### config.mk
export PLATFORM = sky130hd
export DESIGN_NAME = seq_detector_param
export DESIGN_NICKNAME = d
export VERILOG_FILES = /design/src/rtl/seq_det_pkg.sv /design/src/rtl/seq_detector_param_sat_counter.sv /design/src/rtl/seq_detector_param.sv
export SDC_FILE = /design/constraint.sdc
export NUM_CORES = 1
export LEC_CHECK = 0
export CAP_MARGIN = 20
export CORE_MARGIN = 5
export CORE_UTILIZATION = 46
export DETAILED_ROUTE_END_ITERATION = 10
export GPL_ROUTABILITY_DRIVEN = 0
export PLACE_DENSITY = 0.7
export SETUP_SLACK_MARGIN = 0.15
export SYNTH_ARGS = -nofsm -noshare
export SYNTH_HDL_FRONTEND = slang
export SYNTH_SLANG_ARGS = --single-unit
### constraint.sdc
create_clock -name clk -period 3 [get_ports clk]
set_clock_uncertainty 0.1 [all_clocks]
set_input_delay 0.45 -clock clk [delete_from_list [all_inputs] [get_ports clk]]
set_output_delay 0.45 -clock clk [all_outputs]
set_load 0.005 [all_outputs]
### src/rtl/seq_det_pkg.sv
`default_nettype none
// ==========================================================================
// seq_det_pkg : shared constants, state encoding and length clamp
// Rev 1.0
// ==========================================================================
package seq_det_pkg;

  localparam int DEF_MAX_LEN = 8;
  localparam int DEF_CNT_W   = 16;

  typedef enum logic {
    ST_UNCFG = 1'b0,
    ST_RUN   = 1'b1
  } state_t;

  // A zero length means a single-bit pattern; over-long lengths use the full register.
  function automatic int clamp_len(input int len, input int max_len);
    if (len <= 0) return 1;
    if (len > max_len) return max_len;
    return len;
  endfunction

endpackage
`default_nettype wire

### src/rtl/seq_detector_param_sat_counter.sv
`default_nettype none
// ==========================================================================
// sat_counter : saturating up-counter, clear has priority over increment
// Rev 1.0
// ==========================================================================
module sat_counter #(
  parameter int W = 16
) (
  input  logic         clk,
  input  logic         rst,
  input  logic         inc,
  input  logic         clr,
  output logic [W-1:0] q
);

  logic [W-1:0] r_q;

  always_ff @(posedge clk or negedge rst) begin
    if (!rst) begin
      r_q <= '0;
    end else if (clr) begin
      r_q <= '0;
    end else if (inc && (r_q != '1)) begin
      r_q <= r_q + W'(1);
    end
  end

  assign q = r_q;

endmodule
`default_nettype wire

### src/rtl/seq_detector_param.sv
`default_nettype none
// ==========================================================================
// seq_detector_param : runtime-programmable Mealy serial pattern detector
// Rev 1.0
// ==========================================================================
module seq_detector_param
  import seq_det_pkg::*;
#(
  parameter int MAX_LEN = DEF_MAX_LEN,
  parameter int LEN_W   = 4,
  parameter int CNT_W   = DEF_CNT_W
) (
  input  logic               clk,
  input  logic               rst,
  input  logic               din,
  input  logic               valid,
  input  logic               cfg_load,
  input  logic [MAX_LEN-1:0] pattern,
  input  logic [LEN_W-1:0]   pat_len,
  input  logic               overlap,
  input  logic               cnt_clr,
  output logic               seq_det,
  output logic               seq_det_q,
  output logic [CNT_W-1:0]   match_count,
  output logic               cfg_valid
);

  state_t             r_state;
  logic [MAX_LEN-1:0] r_pattern;
  logic [LEN_W-1:0]   r_len;
  logic               r_overlap;
  logic [MAX_LEN-1:0] r_hist;
  logic [LEN_W-1:0]   r_fill;
  logic               r_seq_det_q;

  logic [MAX_LEN-1:0] w_shift;
  logic [MAX_LEN-1:0] w_mask;
  logic               w_fill_ok;
  logic               w_seq_det;

  assign w_shift = {r_hist[MAX_LEN-2:0], din};

  always_comb begin
    w_mask = '0;
    for (int i = 0; i < MAX_LEN; i++) begin
      w_mask[i] = (LEN_W'(i) < r_len);
    end
  end

  // Enough history has been seen once fill reaches len-1; the current din completes it.
  assign w_fill_ok = (r_len == '0) || (r_fill >= (r_len - LEN_W'(1)));

  assign w_seq_det = (r_state == ST_RUN) && valid && !cfg_load && w_fill_ok &&
                     (((w_shift ^ r_pattern) & w_mask) == '0);

  always_ff @(posedge clk or negedge rst) begin
    if (!rst) begin
      r_state     <= ST_UNCFG;
      r_pattern   <= '0;
      r_len       <= '0;
      r_overlap   <= 1'b0;
      r_hist      <= '0;
      r_fill      <= '0;
      r_seq_det_q <= 1'b0;
    end else begin
      r_seq_det_q <= w_seq_det;
      case (r_state)
        ST_UNCFG: begin
          if (cfg_load) r_state <= ST_RUN;
        end
        ST_RUN: begin
          if (!cfg_load && valid) begin
            if (w_seq_det && !r_overlap) begin
              r_hist <= '0;
              r_fill <= '0;
            end else begin
              r_hist <= w_shift;
              if (r_fill != LEN_W'(MAX_LEN)) r_fill <= r_fill + LEN_W'(1);
            end
          end
        end
        default: r_state <= ST_UNCFG;
      endcase
      if (cfg_load) begin
        r_state   <= ST_RUN;
        r_pattern <= pattern;
        r_len     <= LEN_W'(clamp_len(int'(pat_len), MAX_LEN));
        r_overlap <= overlap;
        r_hist    <= '0;
        r_fill    <= '0;
      end
    end
  end

  sat_counter #(
    .W (CNT_W)
  ) u_cnt (
    .clk (clk),
    .rst (rst),
    .inc (w_seq_det),
    .clr (cnt_clr),
    .q   (match_count)
  );

  assign seq_det   = w_seq_det;
  assign seq_det_q = r_seq_det_q;
  assign cfg_valid = (r_state == ST_RUN);

endmodule
`default_nettype wire
# == Word-level counts from Yosys, hierarchy flattened ==
# Cells that the tools add are included.
# totals
ff_bits,42
latchBits,0
ramBits,0
romBits,0
inputBits,19
out_inout_bits,19
elab_cells,66
n_memories,0
# classes
n_addsub,3
mul,0
n_div,0
magnitude_cmp,11
n_eq_ne,2
shift,0
mux,22
n_bitwise,2
n_reduce_logical,18
# op_table
cell,n
two-way mux 16 bit,2
two-way mux 4 bit,8
two-way mux 7 bit,4
adder 16 x 1 -> 16 bit (second input constant),1
less-than comparator 3 x 4 -> 1 bit (first input constant),4
inequality test 16 bit (second input constant),1
bitwise AND 8 bit,1
logical NOT 8 bit,1
less-than comparator 1 x 4 -> 1 bit (first input constant),2
less-than comparator 2 x 4 -> 1 bit (first input constant),2
two-way mux 1 bit,8
bitwise XOR 8 bit,1
logical AND 1 bit,7
nonzero test 2 bit,3
adder 4 x 1 -> 4 bit (second input constant),1
greater-or-equal comparator 4 bit,1
> comparator 4 bit (second input constant),1
less-or-equal comparator 4 x 1 -> 1 bit (second input constant),1
logical NOT 4 bit,1
inequality test 4 bit (second input constant),1
subtractor 4 x 1 -> 4 bit (second input constant),1
AND reduction 3 bit,1
nonzero test 3 bit,1
logical NOT 1 bit,2
2 further kinds,2

# == Longest topological paths before layout ==
# Gate-level depths: netlist of the first run.
# depth
depth_word,10
ltp_mapped,12
ltp_nobuf,10

# == Cells and area by module ==
# Synthesis of the first run repeated with hierarchy kept, for this count alone.
# unflattened
hier_cells,239
hier_area_um2,2421.1
# by_module_without_submodules
mod,instances,cells_per_inst,area_per_inst_um2,seq_area_each_um2
seq_detector_param,1,141,1478.9,650.6
sat_counter,1,98,942.2,400.4

# == Worst setup path before layout of the first run ==
# OpenSTA, ideal clock, no wires.
# synth_path
path_type,flip-flop to output port
startpoint,reg r_len[0]
endpoint,out seq_det
arrival_ps,2207
slack_ps,243
path_stages_with_launch,12
path_buffers,2
cell_sequence,dfrtp_1 inv_1 ha_1 xnor2_1 ha_1 a211o_1 a31oi_1 o21ai_1 nand4b_4 buf_6 clkbuf_1 inv_2
# synth_via
elab_chain_cells,5
word_cells_on_any_way,16
cone_classes,1 x add/sub; 9 x order compare; 1 x bitwise; 5 x reduce/logical
# synth_rtl
element,line,text
"start, declared",seq_detector_param.sv:30,logic [LEN_W-1:0] r_len;
"start signal, assigned",seq_detector_param.sv:87,"r_len <= LEN_W'(clamp_len(int'(pat_len), MAX_LEN));"
subtractor 4 x 1 -> 4 bit,seq_detector_param.sv:51,assign w_fill_ok = (r_len == '0) || (r_fill >= (r_len - LEN_W'(1)));
greater-or-equal comparator 4 bit,seq_detector_param.sv:51,
logical OR 1 bit,seq_detector_param.sv:51,
logical AND 1 bit,seq_detector_param.sv:53,assign w_seq_det = (r_state == ST_RUN) && valid && !cfg_load && w_fill_ok &&
logical AND 1 bit *,seq_detector_param.sv:53,
"end, declared",seq_detector_param.sv:22,"output logic seq_det,"
# Every way passes the cells marked *; elsewhere a longest branch is shown, timed or not.

# == Worst setup path after layout of the first run ==
# Same ends and word-level chain as after synthesis.

==> impl_results.md, run 1 <==
* Syn Area/Cell at 10.4 µm²
* Initial Util at 46.7%
* Number of synthesized flops with an enable pin at 0
* RSZ-0062 raised after global routing: false
* Achievable Freq at 0.376 GHz
* Status: finished clean
* Max-cap violations at 0
* Power per cell area at 435 nW/µm²
* Initial antenna violation count at 0
* Clock Latency Late Sink at 0.30 ns
* Post-layout nets at 294
* Routed vias at 1856
* Hpwl dp at 3.53 mm
* Most numerous cell in the Yosys netlist: dfrtp_1
* Share of layout cells above drive strength 1 at 16.2%
* Relative slew margins at 38.4%
* Area grow syn2layout at 25.2%
* FF+latch count, synth at 42
* Hold_ws at 0.189 ns
* Ant. Diodes at 0
* Largest net degree at the start of global routing at 43
* Global-route wire length before repair at 8.45 mm
* Worst-margin pin slew at 0.925 ns
* Multi-input gate area at 1220 µm²
* Post-synth cell types at 46
* Worst path required time at 2.45 ns
* CP endpoint kind: primary output
* Post-layout min period at 2.66 ns
* Reg area at 1050 µm²
* Final setup viols at 0
* Post-synth ARST share at 100%
* Fin. Hold Viols at 0
* Maximum vdd ir drop at 0.282 mV
* Area leader, netlist: dfrtp_1
* Overall overflow remaining after global route at 0
* Final Core Density at 58.4%
* CTS tree: done
* DRC at 0
* Yosys top cell area share at 45.0%
* Synth Flop Type: dfrtp_1
* Crit Path Max Fanout at 4
* Final period util at 88.6%
* CTS sink count at 42
* Post-Syn Area at 2340 µm²
* Hold Path Class: in2async
* Setup TNS at 0 ns
* Number of global-route vias before repair at 1761
* Gate Count Post-Synth at 225
* Fillers at 466
* Non-Filler Instances at 336
* Die X at 81.3 µm
* Port Buffers at 37
* 1st-iter DRT viols at 97
* Synth area leaders: dfrtp_1 45%, ha_1 5.4%, mux2_2 4.8%, a21oi_1 3.6%, o31ai_1 3.2%
* Sequential-to-total area share from yosys stat at 45.0%
* Design Power at 1.27 mW
* Wirelength, routed at 5.10 mm
* Die height at 81.3 µm
* Vias per inst at 5.52
* Row count at 26
* I/O pin total at 38
* DRT Pass-1 Iters at 4
* Worst EP arrival at 2.11 ns
* Max-slew violation count at 0
* Leakage at 1.21 nW
* CTS Buf Count at 5
* Hold Buf Count CTS at 0
* Final antenna-violating net count at 0
* Die area at 6610 µm²
* Syn. warnings at 0
* Root Buffer: clkbuf_8
* Drt wl/cell at 15.2 µm
* CORE AREA at 5010 µm²
* Syn_nets at 254
* Level count of the clock H-tree at 2
* Worst-path clk slew at 0.08 ns
* Synth cell count leaders: 42 x dfrtp_1, 17 x a21oi_1, 14 x nand2_1
* Cells after DPL at 324
* Crit path kind: reg2out
* Total track usage at 16.7%
* CP Launch Type: flip-flop
* Clock Path Buffers at 2
[path summary, 6_finish.rpt]
kind	start	to	slack [ns]	depth (start not counted)
max in group asynchronous	rst	r_len[2]$_DFFE_PN0P_	1.99	1
min in group clk	r_pattern[0]$_DFFE_PN0P_	r_pattern[0]$_DFFE_PN0P_	0.44	1
worst min-delay path	rst	cfg_valid$_DFF_PN0_	0.19	1
worst max-delay path	r_len[0]$_DFFE_PN0P_	seq_det	0.34	10
worst max register to register	r_len[0]$_DFFE_PN0P_	u_cnt.q[5]$_DFFE_PN0P_	0.35	10
worst min register to register	r_pattern[0]$_DFFE_PN0P_	r_pattern[0]$_DFFE_PN0P_	0.44	1
[layout make-up]
type | instances | share of cell area, %
Inverter | 7 | 0.898
Sequential cell | 42 | 36.0
Tap cell | 70 | 2.99
Multi-Input combinational cell | 163 | 41.7
Timing Repair Buffer | 46 | 14.6
Clock inverter | 2 | 1.28
Clock buffer | 6 | 2.48
[cells by family after synthesis]
| group | synth area share [%] |
|---|---|
| multiplexers | 6.26 |
| XOR/XNOR | 4.82 |
| adder cells (fa/ha/maj) | 5.35 |
| flip-flops | 45.0 |
| AO/OA/AOI/OAI | 16.1 |
| AND/OR/NAND/NOR | 18.5 |
| buffers and inverters | 4.01 |
[report_power, final]
part | internal [mW] | total (mW) | leakage [nW] | switching (mW)
clock | 0.249 | 0.453 | 0.0514 | 0.204
combinational | 0.101 | 0.198 | 0.612 | 0.0974
sequential | 0.590 | 0.621 | 0.551 | 0.0310
total | 0.939 | 1.27 | 1.21 | 0.333
[per-stage QoR]
step | area [µm²] | setup WS [ns]
floorplan | 2340 | 0.243
global placement | 2760 | 0.186
detailed placement | 2760 | 0.122
CTS | 2920 | 0.202
global route | 2930 | 0.193
finish | 2930 | 0.341
[routing by layer]
metal / track usage, % / routed length (µm)
met3: 3.66 / 254
met1: 23.8 / 2420
met2: 24.7 / 2350
met4: 5.91 / 74
met5: 0 / 0
[cell usage in the layout (no fill, tap or decap), types with 7 or more instances in the layout]
master,instances
xnor2_1,7
mux2_2,10
o31ai_1,10
nor2_1,10
buf_4,9
nand3_1,8
nand2_1,14
a22o_1,7
ha_1,9
or4_1,10
a21oi_1,17
clkdlybuf4s50_1,35
dfrtp_1,41
[state kept, by name, indices dropped and copies added (netlist names)]
register   count
r_pattern      8
r_hist         7
cfg_valid      1
u_cnt.q       16
seq_det_q      1
r_len          4
r_overlap      1
r_fill         4
[what timing repair did]
item | CTS | global route
buffers inserted | 4 | 0
resized for setup | 8 | 3
setup endpoints to repair | 1 | 1
pin swaps | 2 | 3
[critical path: stages, from the launching register on]
cell      delay [ns]
dfrtp_1         0.38
inv_2           0.06
ha_4            0.17
xnor2_2         0.13
ha_1            0.29
a211o_1         0.26
a31oi_1         0.17
o21ai_2         0.10
nand4b_4        0.10
inv_2           0.05
clkbuf_2        0.11
No activity file was read; power rests on OpenSTA's default activity.
==> inputs of run 2 (changes only) <==
--- a/config.mk
+++ b/config.mk
@@ -15,3 +15,4 @@
 export SYNTH_ARGS = -nofsm -noshare
 export SYNTH_HDL_FRONTEND = slang
 export SYNTH_SLANG_ARGS = --single-unit
+export TNS_END_PERCENT = 100
==> results of run 2 <==
No change in the layout: final DEF, timing and power equal those of run 1.
==> inputs of run 3 (changes only) <==
--- a/config.mk
+++ b/config.mk
@@ -5,7 +5,6 @@
 export SDC_FILE = /design/constraint.sdc
 export NUM_CORES = 1
 export LEC_CHECK = 0
-export CAP_MARGIN = 20
 export CORE_MARGIN = 5
 export CORE_UTILIZATION = 46
 export DETAILED_ROUTE_END_ITERATION = 10
==> results of run 3 <==
No change in the layout: final DEF, timing and power equal those of run 1.
